$ cat config.mk
export PLATFORM = sky130hd
export DESIGN_NAME = hilo_div_unit_flat
export DESIGN_NICKNAME = d
export VERILOG_FILES = /design/src/rtl/hilo_div_unit_pkg.sv /design/src/rtl/hilo_div_unit_if.sv /design/src/rtl/hilo_div_unit_div_step.sv /design/src/rtl/hilo_div_unit.sv /design/src/flat_wrapper.sv
export SDC_FILE = /design/constraint.sdc
export NUM_CORES = 1
export LEC_CHECK = 0
export ABC_CLOCK_PERIOD_IN_PS = 5020
export CORE_ASPECT_RATIO = 1.1
export CORE_MARGIN = 1.5
export CORE_UTILIZATION = 55
export DETAILED_ROUTE_END_ITERATION = 8
export PLACE_DENSITY = 0.8
export SLEW_MARGIN = 0
export SYNTH_ARGS = -nofsm -noshare
export SYNTH_HDL_FRONTEND = slang
export SYNTH_SLANG_ARGS = --single-unit
$ cat constraint.sdc
create_clock -name clk -period 5.02 [get_ports clk]
set_input_delay 1.004 -clock clk [delete_from_list [all_inputs] [get_ports clk]]
set_output_delay 1.004 -clock clk [all_outputs]
set_load 0.05 [all_outputs]
$ cat src/rtl/hilo_div_unit_pkg.sv
// Shared types and constants for the HI/LO iterative divider.
package hilo_div_unit_pkg;

   localparam int WIDTH = 32;
   localparam int CNT_W = 5;
   localparam logic [CNT_W-1:0] LAST_ITER = 5'd31;

   typedef enum logic [1:0] {
      IDLE = 2'd0,
      CALC = 2'd1,
      DONE = 2'd2
   } state_t;

   // Unsigned magnitude of an operand; 0x80000000 maps to itself.
   function automatic logic [WIDTH-1:0] magnitude(input logic [WIDTH-1:0] value,
                                                  input logic is_signed);
      return (is_signed && value[WIDTH-1]) ? -value : value;
   endfunction

endpackage

$ cat src/rtl/hilo_div_unit_if.sv
// Request/response bundle between the execute stage and the divider.
interface hilo_div_unit_if
   import hilo_div_unit_pkg::*;
   ();

   logic             start;
   logic             is_signed;
   logic [WIDTH-1:0] dividend;
   logic [WIDTH-1:0] divisor;
   logic             busy;
   logic             hi_wea;
   logic [WIDTH-1:0] hi_wdata;
   logic             lo_wea;
   logic [WIDTH-1:0] lo_wdata;

   modport master (
      output start, is_signed, dividend, divisor,
      input  busy, hi_wea, hi_wdata, lo_wea, lo_wdata
   );

   modport slave (
      input  start, is_signed, dividend, divisor,
      output busy, hi_wea, hi_wdata, lo_wea, lo_wdata
   );

endinterface

$ cat src/rtl/hilo_div_unit_div_step.sv
// One radix-2 restoring iteration: shift {rem, quo}, trial-subtract, select.
module hilo_div_unit_div_step
   import hilo_div_unit_pkg::*;
   (
   input  logic [WIDTH-1:0] rem_i,
   input  logic [WIDTH-1:0] quo_i,
   input  logic [WIDTH-1:0] divisor_i,
   output logic [WIDTH-1:0] rem_o,
   output logic [WIDTH-1:0] quo_o
   );

   logic [WIDTH:0] rem_shifted;
   logic [WIDTH:0] trial;

   // Bit WIDTH of the 33-bit trial is its sign: rem stays below the divisor
   // (or below 2^31 on the divide-by-zero path), so a valid difference never
   // reaches bit WIDTH and a negative one always sets it.
   always_comb begin
      rem_shifted = {rem_i, quo_i[WIDTH-1]};
      trial       = rem_shifted - {1'b0, divisor_i};
      if (!trial[WIDTH]) begin
         rem_o = trial[WIDTH-1:0];
         quo_o = {quo_i[WIDTH-2:0], 1'b1};
      end else begin
         rem_o = rem_shifted[WIDTH-1:0];
         quo_o = {quo_i[WIDTH-2:0], 1'b0};
      end
   end

endmodule

$ cat src/rtl/hilo_div_unit.sv
// Iterative DIV/DIVU unit: remainder to HI, quotient to LO, one write pulse per op.
module hilo_div_unit
   import hilo_div_unit_pkg::*;
   (
   input  logic                  clk,
   input  logic                  rst,
   hilo_div_unit_if.slave        bus
   );

   state_t           state_q;
   logic [CNT_W-1:0] cnt_q;
   logic [WIDTH-1:0] rem_q;
   logic [WIDTH-1:0] quo_q;
   logic [WIDTH-1:0] dvs_q;
   logic             neg_quo_q;
   logic             neg_rem_q;
   logic             busy_q;
   logic             done_q;
   logic [WIDTH-1:0] rem_d;
   logic [WIDTH-1:0] quo_d;
   logic             wr_en;

   hilo_div_unit_div_step u_step (
      .rem_i     (rem_q),
      .quo_i     (quo_q),
      .divisor_i (dvs_q),
      .rem_o     (rem_d),
      .quo_o     (quo_d)
   );

   // Control FSM with operand capture, iteration and registered busy/done flags.
   // NOTE: every register here is assigned with <= so all updates see the
   // values from before the edge, regardless of statement order.
   always_ff @(posedge clk) begin
      if (rst) begin
         state_q   <= IDLE;
         cnt_q     <= '0;
         rem_q     <= '0;
         quo_q     <= '0;
         dvs_q     <= '0;
         neg_quo_q <= 1'b0;
         neg_rem_q <= 1'b0;
         busy_q    <= 1'b0;
         done_q    <= 1'b0;
      end else begin
         case (state_q)
            IDLE: begin
               if (bus.start) begin
                  rem_q     <= '0;
                  quo_q     <= magnitude(bus.dividend, bus.is_signed);
                  dvs_q     <= magnitude(bus.divisor, bus.is_signed);
                  neg_quo_q <= bus.is_signed & (bus.dividend[WIDTH-1] ^ bus.divisor[WIDTH-1]);
                  neg_rem_q <= bus.is_signed & bus.dividend[WIDTH-1];
                  cnt_q     <= '0;
                  busy_q    <= 1'b1;
                  state_q   <= CALC;
               end
            end
            CALC: begin
               rem_q <= rem_d;
               quo_q <= quo_d;
               cnt_q <= cnt_q + CNT_W'(1);
               if (cnt_q == LAST_ITER) begin
                  done_q  <= 1'b1;
                  state_q <= DONE;
               end
            end
            DONE: begin
               done_q  <= 1'b0;
               busy_q  <= 1'b0;
               state_q <= IDLE;
            end
            default: begin
               state_q <= IDLE;
            end
         endcase
      end
   end

   // Write pulse and sign-corrected result; rst suppresses a pulse in the DONE cycle.
   // NOTE: each output gets a value on every path, so no latch can be inferred.
   always_comb begin
      wr_en        = done_q & ~rst;
      bus.busy     = busy_q;
      bus.hi_wea   = wr_en;
      bus.lo_wea   = wr_en;
      bus.hi_wdata = '0;
      bus.lo_wdata = '0;
      if (wr_en) begin
         bus.hi_wdata = neg_rem_q ? -rem_q : rem_q;
         bus.lo_wdata = neg_quo_q ? -quo_q : quo_q;
      end
   end

endmodule
$ cat src/flat_wrapper.sv
// flat-port wrapper written by rule: the top's interface ports become plain ports
module hilo_div_unit_flat import hilo_div_unit_pkg::*;
  (clk, rst, bus_start, bus_is_signed, bus_dividend, bus_divisor, bus_busy, bus_hi_wea, bus_hi_wdata, bus_lo_wea, bus_lo_wdata);
  hilo_div_unit_if bus_i ();
  input  logic clk;
  input  logic rst;
  input wire logic [$bits(bus_i.start)-1:0] bus_start;
  input wire logic [$bits(bus_i.is_signed)-1:0] bus_is_signed;
  input wire logic [$bits(bus_i.dividend)-1:0] bus_dividend;
  input wire logic [$bits(bus_i.divisor)-1:0] bus_divisor;
  output wire logic [$bits(bus_i.busy)-1:0] bus_busy;
  output wire logic [$bits(bus_i.hi_wea)-1:0] bus_hi_wea;
  output wire logic [$bits(bus_i.hi_wdata)-1:0] bus_hi_wdata;
  output wire logic [$bits(bus_i.lo_wea)-1:0] bus_lo_wea;
  output wire logic [$bits(bus_i.lo_wdata)-1:0] bus_lo_wdata;
  assign bus_i.start = bus_start;
  assign bus_i.is_signed = bus_is_signed;
  assign bus_i.dividend = bus_dividend;
  assign bus_i.divisor = bus_divisor;
  assign bus_busy = bus_i.busy;
  assign bus_hi_wea = bus_i.hi_wea;
  assign bus_hi_wdata = bus_i.hi_wdata;
  assign bus_lo_wea = bus_i.lo_wea;
  assign bus_lo_wdata = bus_i.lo_wdata;
  hilo_div_unit u_core (.clk(clk), .rst(rst), .bus(bus_i));
endmodule
# Word-level counts from Yosys, hierarchy flattened

Cells that the tools add are included.

Register bits after elaboration: 107
Bits in latches: 0
RAM bits: 0
Bits in read-only memories: 0
Word-level logic and storage cells: 57
Memories kept: 0

$add $sub $neg: 6
$mul: 0
Divide/modulo/power cells: 0
Order comparisons: 0
Equality and inequality tests: 5
Shift operators: 0
Multiplexer cells: 21
Bitwise logic cells: 5
Reduce and logical (&&, ||, !) cells: 11

Operators by type and width:

| operator                                                                 | count |
|---|---|
| 32-bit two-way mux                                                       | 9 |
| 32-bit negation                                                          | 4 |
| 32-bit one-hot mux with 2 select lines                                   | 2 |
| 33-bit by 32-bit subtractor with 33-bit output                           | 1 |
| 5-bit one-hot mux with 2 select lines                                    | 1 |
| 2-bit AND reduction                                                      | 5 |
| 2-bit nonzero test                                                       | 3 |
| 5-bit by 1-bit adder with 5-bit output (second input constant)           | 1 |
| 5-bit equality test (second input constant)                              | 1 |
| 5-bit two-way mux                                                        | 1 |
| 2-bit two-way mux                                                        | 2 |
| 1-bit one-hot mux with 2 select lines                                    | 2 |
| 2-bit one-hot mux with 2 select lines                                    | 1 |
| 1-bit bitwise AND                                                        | 3 |
| 1-bit two-way mux                                                        | 3 |
| 2-bit by 1-bit equality test with 1-bit output (second input constant)   | 1 |
| 2-bit equality test (second input constant)                              | 1 |
| 1-bit logical AND                                                        | 2 |
| 2-bit logical NOT                                                        | 1 |
| 2-bit by 1-bit inequality test with 1-bit output (second input constant) | 1 |
| 2-bit inequality test (second input constant)                            | 1 |
| 1-bit inverter                                                           | 1 |
| 1-bit bitwise XOR                                                        | 1 |

# Depth between registers and ports, before layout

Gate-level depths: netlist of run 1.

Depth after elaboration: 4
Gate-level depth with buffers: 14

# Hierarchy

Synthesis of run 1 repeated with hierarchy kept, for this count alone.

Cell total of the unflattened synthesis: 1192
Area, all modules: 9385.3 um2

Modules (own cells, without submodules):

| module                 | times used | cells an instance | area an instance (um2) | sequential area each (um2) |
|---|---|---|---|---|
| hilo_div_unit          | 1          | 856               | 6794.0                 | 2142.1 |
| hilo_div_unit_div_step | 1          | 336               | 2591.2                 | 0.0 |

# Worst setup path before layout of run 1

OpenSTA, ideal clock, no wires.

Path type: register -> output
Start: register u_core.rem_q[2]
End: output port bus_hi_wdata[29]
Arrival: 3.289 ns
Slack: 0.727 ns
Stages on the path, launching flop included: 11
Path buffers: 1
Cells stage by stage: dfxtp_1 buf_6 nor4_4 nand3_2 or3_1 or3_4 or3_4 or4_4 o41ai_2 xor2_1 nor2_1

Longest elaborated chain between the ends: 3

Ends and longest elaborated chain:

| item                   | line                | source |
|---|---|---|
| start, declared        | hilo_div_unit.sv:12 | `logic [WIDTH-1:0] rem_q;` |
| start signal, assigned | hilo_div_unit.sv:60 | `rem_q <= rem_d;` |
| 32-bit negation        | hilo_div_unit.sv:90 | `bus.hi_wdata = neg_rem_q ? -rem_q : rem_q;` |
| 32-bit two-way mux     | hilo_div_unit.sv:90 |  |
| 32-bit two-way mux     | hilo_div_unit.sv:89 | `if (wr_en) begin` |
| end, declared          | flat_wrapper.sv:13  | `output wire logic [$bits(bus_i.hi_wdata)-1:0] bus_hi_wdata;` |

Every way passes these cells.

# Worst setup path after layout of run 1

Start: register u_core.quo_q[6]
End: output port bus_lo_wdata[28]

Longest elaborated chain between the ends: 3

Ends and longest elaborated chain:

| item                   | line                | source |
|---|---|---|
| start, declared        | hilo_div_unit.sv:13 | `logic [WIDTH-1:0] quo_q;` |
| start signal, assigned | hilo_div_unit.sv:50 | `quo_q <= magnitude(bus.dividend, bus.is_signed);` |
| start signal, assigned | hilo_div_unit.sv:61 | `quo_q <= quo_d;` |
| 32-bit negation        | hilo_div_unit.sv:91 | `bus.lo_wdata = neg_quo_q ? -quo_q : quo_q;` |
| 32-bit two-way mux     | hilo_div_unit.sv:91 |  |
| 32-bit two-way mux     | hilo_div_unit.sv:89 |  |
| end, declared          | flat_wrapper.sv:15  | `output wire logic [$bits(bus_i.lo_wdata)-1:0] bus_lo_wdata;` |

Every way passes these cells.

==> impl_results.md, run 1 <==
- Critical Path End Type: output port
- Synthesized area: 8950 um^2
- Root Buffer Master: clkbuf_16
- Warnings from Yosys: 0
- Final setup skew: 0.0137 ns
- Setup Total Neg Slack: 0 ns
- R2R setup slack: 0.89 ns
- Synth top area cells: dfxtp_1 24%, xor2_1 9.0%, a21oi_1 6.4%
- Yosys cell types: 61
- Number of buffers created by CTS: 9
- WP data arrival: 3.87 ns
- Die W: 125 um
- Max_cap viols: 0
- Bufs on Longest Clock Path: 2
- DP Wirelength: 19700 um
- Switching power: 1.44 mW
- Die Y: 137 um
- Period utilisation layout: 0.972
- Worst skew pair latency: 0.37 ns
- Placer's final routability congestion estimate: 0.968
- Setup crit start kind: flop
- Hold path depth: 2
- R2R Path End: u_core.rem_q[20]
- Vias post-DR: 9474
- Tot GR Track Use: 0.308
- CP Class: reg2out
- Place WS: 0.263 ns
- Antenna violations before repair: 0
- Final nets: 1442
- Syn_area_per_cell: 7.16 um^2
- N_diodes: 0
- Drt total wl: 26300 um
- Final Max Tran Viols: 0
- I/O Pins: 135
- Crit-path max FO: 7
- Reg clk slew, reported paths: 0.08 ns
- FILL cells: 1429
- Sinks on Clock Net: 107
- Final setup violation count: 0
- Syn Nets: 1356
- Worst Hold End: u_core.dvs_q[31]
- Placed insts: 1524
- Core area: 15800 um^2
- Worst r2r src: u_core.quo_q[31]
- Synthesized instance count: 1249
- Final hold vios: 0
- H-tree Lvls: 3
- Total gr overflow: 0
- Status: finished clean
- Routed Antenna Nets: 0
- Worst slew pin tran: 1.09 ns
- Area Growth Syn to Fin: 19.4%
- CP required: 4.02 ns
- Die Area: 17000 um^2
- Post-CTS Hold Buffers: 0
- Switching Share: 0.425
- Starting Density: 0.566
- Core Rows: 48
- Sequential power share: 0.315
- Fin cells: 1540
- CTS tree: done
- Unrepaired setup endpoints after global routing: false
- Minimum clock period: 4.88 ns
- PortBufs: 134
- Worst VDD drop: 0.226 mV
- Synth top area share: 0.239
- # DRC: 0
- Clk pwr share: 0.220
- Worst setup margin: 0.141 ns
- Int Power: 1.95 mW
- Pwr dens: 317 nW/um^2
- Commonest register cell after synthesis: dfxtp_1
- EDFF count, synth: 0
- Vias in the first global route: 8651
- Worst reg2reg path depth: 13
- DR WL/cell: 17.1 um
- Drt pass-1 iters: 7
- Ys async rst share: 0
- Pin count of the biggest net entering global routing: 95
- First-pass GRT wire length: 42800 um
- Register area share after synthesis: 0.239
- Fraction of layout cells with a size suffix above 1: 0.0425
- Utilization after layout: 0.676
- Number of synthesized register bits: 107
- Number of setup buffers added after CTS: 0
- Area leader, netlist: dfxtp_1
- Leak pwr: 4.07 nW
- Worst min-delay path category: reg2reg
- Initial DRC Count: 776
- F_max: 205 MHz
- Via/cell ratio: 6.15
- Worst slew margin: 0.274
- Min-delay src: u_core.dvs_q[31]
- Comb power frac: 0.465
per-layer routing:
layer / GRT usage / up-vias / share of wire
met4: 0.140 / 0 / 0.033
met1: 0.403 / 4389 / 0.44
met5: 0 / - / 0
met2: 0.503 / 370 / 0.46
li1: - / 4650 / -
met3: 0.0461 / 65 / 0.066
logic make-up after synthesis:
family          share of synthesized area
compound gates                      0.263
simple gates                        0.248
flops                               0.239
mux                               0.00448
buf+inv                            0.0548
fa+ha+maj                          0.0554
xor+xnor                            0.135
area by class of cell:
type	instances	area, um^2	area share
multi-input cells	1015	6340	0.594
flip-flops and latches	107	2140	0.201
repair buffers	149	1450	0.135
well taps	200	250	0.0234
clock buffers	10	229	0.0214
inverters	53	199	0.0186
clock inverters	6	72.6	0.00679
how the worst max path moves through the flow:
stage,from,to,depth (start not counted),slack [ns]
after global routing,u_core.quo_q[6],bus_lo_wdata[28],9,0.003
after global placement,u_core.quo_q[6],bus_lo_wdata[28],9,0.38
after detailed placement,u_core.quo_q[6],bus_lo_wdata[25],10,0.26
final,u_core.quo_q[6],bus_lo_wdata[28],9,0.14
after floorplan,u_core.rem_q[2],bus_hi_wdata[29],10,0.73
after CTS,u_core.rem_q[2],bus_hi_wdata[27],10,0.009
what timing repair did:
item / CTS / global route
gates resized for setup: 8 / 16
hold endpoints to repair: 0 / 0
pin swaps: 0 / 0
endpoints found under the setup margin: 8 / 12
synth_stat cells (11+ instances only):
cell type  number
clkbuf_1       67
nand3_1        26
a211oi_1       27
o211ai_1       23
ha_1           38
a21o_1         14
and3_1         13
nand2b_1       15
dfxtp_1       107
nor2_1        152
a21oi_1       115
nand4_1        25
xor2_1         92
or3_1          20
nor3_1         28
nor4_1         11
nand2_1       140
o31ai_1        25
inv_1          53
xnor2_1        46
o21ai_0        64
a22oi_1        31
cell usage in the layout, fill, tap and decap left out, types with 11 or more instances in the layout:
cell	netlist	final
nor2_1	152	150
nand2_1	140	140
clkdlybuf4s50_1	0	118
a21oi_1	115	115
dfxtp_1	107	107
xor2_1	92	92
o21ai_0	64	64
inv_1	53	53
xnor2_1	46	46
ha_1	38	38
a22oi_1	31	31
nor3_1	28	28
a211oi_1	27	27
nand3_1	26	26
o31ai_1	25	25
nand4_1	25	25
o211ai_1	23	23
or3_1	20	20
buf_4	1	16
nand2b_1	15	14
a21o_1	14	14
and3_1	13	13
nor4_1	11	11
power groups by stage:
stage / logic (mW) / registers, mW / clock network [mW]
final: 1.57 / 1.07 / 0.743
after global routing: 1.74 / 1.08 / 0.782
after CTS: 1.54 / 1.06 / 0.751
after detailed placement: 1.54 / 1.08 / 0
after global placement: 1.52 / 1.08 / 0
after floorplan: 1.17 / 1.03 / 0
through the flow:
stage / power [mW] / hold WS (ns) / area (um^2)
final: 3.39 / 0.466 / 10700
after global routing: 3.61 / 0.495 / 10700
after CTS: 3.36 / 0.465 / 10700
after detailed placement: 2.62 / 0.455 / 10400
after global placement: 2.60 / 0.446 / 10400
after floorplan: 2.20 / 0.432 / 8950
registers in the layout, indices dropped and copies added, names as in the netlist:
signal / count
u_core.bus.busy: 1
u_core.quo_q: 32
u_core.dvs_q: 32
u_core.state_q: 2
u_core.rem_q: 32
u_core.neg_quo_q: 1
u_core.done_q: 1
u_core.neg_rem_q: 1
u_core.cnt_q: 5
critical path, cell delays in order, from the launching register on:
cell             delay [ns]
dfxtp_1                0.37
or4_1                  0.62
nor4_1                 0.32
or3b_2                 0.54
or3_1                  0.39
or3_1                  0.37
o21ai_0                0.20
xor2_1                 0.10
nor2_1                 0.09
clkdlybuf4s15_1        0.51
Power figures use the tool's default switching activity.
==> run 2, diff against run 1 <==
--- a/config.mk
+++ b/config.mk
@@ -5,12 +5,13 @@
 export SDC_FILE = /design/constraint.sdc
 export NUM_CORES = 1
 export LEC_CHECK = 0
+export ABC_AREA = 1
 export ABC_CLOCK_PERIOD_IN_PS = 5020
 export CORE_ASPECT_RATIO = 1.1
 export CORE_MARGIN = 1.5
 export CORE_UTILIZATION = 55
 export DETAILED_ROUTE_END_ITERATION = 8
-export PLACE_DENSITY = 0.8
+export PLACE_DENSITY = 0.78
 export SLEW_MARGIN = 0
 export SYNTH_ARGS = -nofsm -noshare
 export SYNTH_HDL_FRONTEND = slang
==> run 2 against run 1 <==
Against the previous run: register-to-register slack improved by 1.2 ns; flip-flop and latch count did not move; clock-buffer cell count rose by 3; sequential power rose by 33%; maximum frequency rose by 16%; sequential share of layout area fell by 2.9 points; power rose to 2.9 times the previous value; final cell count rose by 45%; routed wire length rose by 40%; critical path type unchanged.
==> impl_results.md, run 2 <==
- WP data arrival: 3.19 ns
- DR WL/cell: 16.5 um
- Warnings from Yosys: 0
- N_diodes: 0
- Crit-path max FO: 5
- Pin count of the biggest net entering global routing: 84
- Setup Total Neg Slack: 0 ns
- Bufs on Longest Clock Path: 2
- Vias in the first global route: 11.4k
- H-tree Lvls: 3
- Die Area: 20400 um^2
- Drt pass-1 iters: 8
- Syn_area_per_cell: 5.71 um^2
- Worst path depth: 11
- I/O Pins: 135
- PortBufs: 134
- Worst skew pair latency: 0.36 ns
- Core area: 19200 um^2
- Final hold vios: 0
- Synthesized instance count: 1889
- Placed insts: 2217
- Die W: 136 um
- Number of buffers created by CTS: 9
- Drt total wl: 36800 um
- Final setup skew: 0.0108 ns
- Register area share after synthesis: 0.199
- Synthesized area: 10800 um^2
- Number of setup buffers added after CTS: 0
- Fin cells: 2233
- Reg clk slew, reported paths: 0.07 ns
- Commonest register cell after synthesis: dfxtp_1
- Delay-heaviest family, CP: buffers and inverters
- CP required: 4.02 ns
- Final nets: 2088
- Worst VDD drop: 0.551 mV
- WP buf/inv: 3
- Starting Density: 0.562
- Post-CTS Hold Buffers: 0
- Die Y: 150 um
- Placer's final routability congestion estimate: 1.02
- Hold path depth: 2
- Area leader, netlist: dfxtp_1
- Sinks on Clock Net: 107
- FILL cells: 1901
- Minimum clock period: 4.19 ns
- Post-CTS resize count: 0
- Yosys cell types: 53
- Top Registers: u_core.dvs_q (32), u_core.quo_q (32), u_core.rem_q (32)
- Total gr overflow: 0
- Period utilisation layout: 0.835
- Tot GR Track Use: 0.364
- Setup crit start kind: flop
- Max_cap viols: 0
- CTS tree: done
- Area Growth Syn to Fin: 16.0%
- # DRC: 0
- Final Max Tran Viols: 0
- EDFF count, synth: 0
- Synth top area share: 0.199
- Fraction of layout cells with a size suffix above 1: 0.0760
- Routed Antenna Nets: 0
- List of most frequent post-synthesis cells: 488 x nand2_1, 291 x inv_1, 180 x nor2_1
- Worst slew margin: 0.324
- Critical Path End Type: output port
- Worst min-delay path category: reg2reg
- Most frequent cells in the layout: 488 x nand2_1, 291 x inv_1, 176 x nor2_1
- CP Class: reg2out
- Crit path max-delay cell type: clkdlybuf4s50_1
- First-pass GRT wire length: 57600 um
- Ys async rst share: 0
- Core Rows: 53
- Most common cell in the netlist: nand2_1
- Via/cell ratio: 5.61
- Antenna violations before repair: 0
- CP Cell Sequence: inv_1 -> ha_1 -> inv_1 -> nor2_2 -> nand3_1 -> nor2_2 -> nand3_1 -> o21ai_1 -> o21ai_0 -> a21oi_1 -> clkdlybuf4s50_1
- Status: finished clean
- Leak pwr: 5.94 nW
- F_max: 239 MHz
- Most common cell after layout, fill and taps aside: nand2_1
- Critical path's largest stage delay: 0.81 ns
- Worst reg2reg path depth: 13
- Root Buffer Master: clkbuf_16
- Unrepaired setup endpoints after global routing: false
- Synth top area cells: dfxtp_1 20%, nand2_1 17%, inv_1 10%
- Syn Nets: 1996
- Final setup violation count: 0
- DP Wirelength: 29100 um
- Number of synthesized register bits: 107
- Vias post-DR: 12.5k
- Pwr dens: 788 nW/um^2
- Initial DRC Count: 1132
- Worst slew pin tran: 1.01 ns
## run 2: logic make-up after synthesis
kind of cell	Yosys count	share of synthesized area
AND/OR/NAND/NOR	995	0.410
AO/OA/AOI/OAI	339	0.182
adder cells (fa/ha/maj)	39	0.0460
buffers and inverters	373	0.134
flip-flops	107	0.199
XOR/XNOR	36	0.0293
## run 2: final timing paths
path	start	end	slack, ns
worst max-delay path	u_core.rem_q[0]	bus_hi_wdata[24]	0.83
worst max register to register	u_core.rem_q[22]	u_core.rem_q[29]	2.11
worst min-delay path	u_core.cnt_q[4]	u_core.cnt_q[4]	0.49
worst min register to register	u_core.cnt_q[4]	u_core.cnt_q[4]	0.49
## run 2: per-stage QoR
stage | power [mW] | utilization | hold WS [ns] | setup WS (ns) | instance area [um^2]
floorplan | 7.20 | - | 0.445 | 1.26 | 10800
global placement | 8.91 | 0.638 | 0.452 | 1.11 | 12200
detailed placement | 8.98 | 0.638 | 0.475 | 1.04 | 12200
CTS | 9.70 | 0.652 | 0.484 | 0.824 | 12500
global route | 10.8 | 0.652 | 0.509 | 0.534 | 12500
finish | 9.85 | 0.652 | 0.485 | 0.831 | 12500
## run 2: final cells by class
| type | instances | area, um^2 | share of cell area |
|---|---|---|---|
| Clock buffer | 13 | 260 | 0.0208 |
| Sequential cell | 107 | 2140 | 0.171 |
| Clock inverter | 3 | 21.3 | 0.00170 |
| Tap cell | 247 | 309 | 0.0247 |
| Multi-Input combinational cell | 1409 | 7220 | 0.577 |
| Inverter | 311 | 1170 | 0.0934 |
| Timing Repair Buffer | 143 | 1380 | 0.111 |
## run 2: metal layers
| layer | up-vias | share of wire | track usage | routed length, um |
|---|---|---|---|---|
| met5 | - | 0 | 0 | 0 |
| met4 | 0 | 0.061 | 0.209 | 2250 |
| li1 | 6298 | - | - | - |
| met3 | 116 | 0.073 | 0.0484 | 2680 |
| met1 | 5560 | 0.41 | 0.457 | 15200 |
| met2 | 544 | 0.45 | 0.594 | 16700 |
## run 2: tightest hold or removal path, stage by stage (launching register included)
cell     delay (ns)
dfxtp_1        0.32
nand2_1        0.06
a21oi_1        0.06
## run 2: power breakdown
part / switching, mW / internal, mW / total (mW)
sequential: 0.384 / 1.04 / 1.42
clock: 0.328 / 0.366 / 0.693
combinational: 5.27 / 2.47 / 7.74
total: 5.98 / 3.87 / 9.85
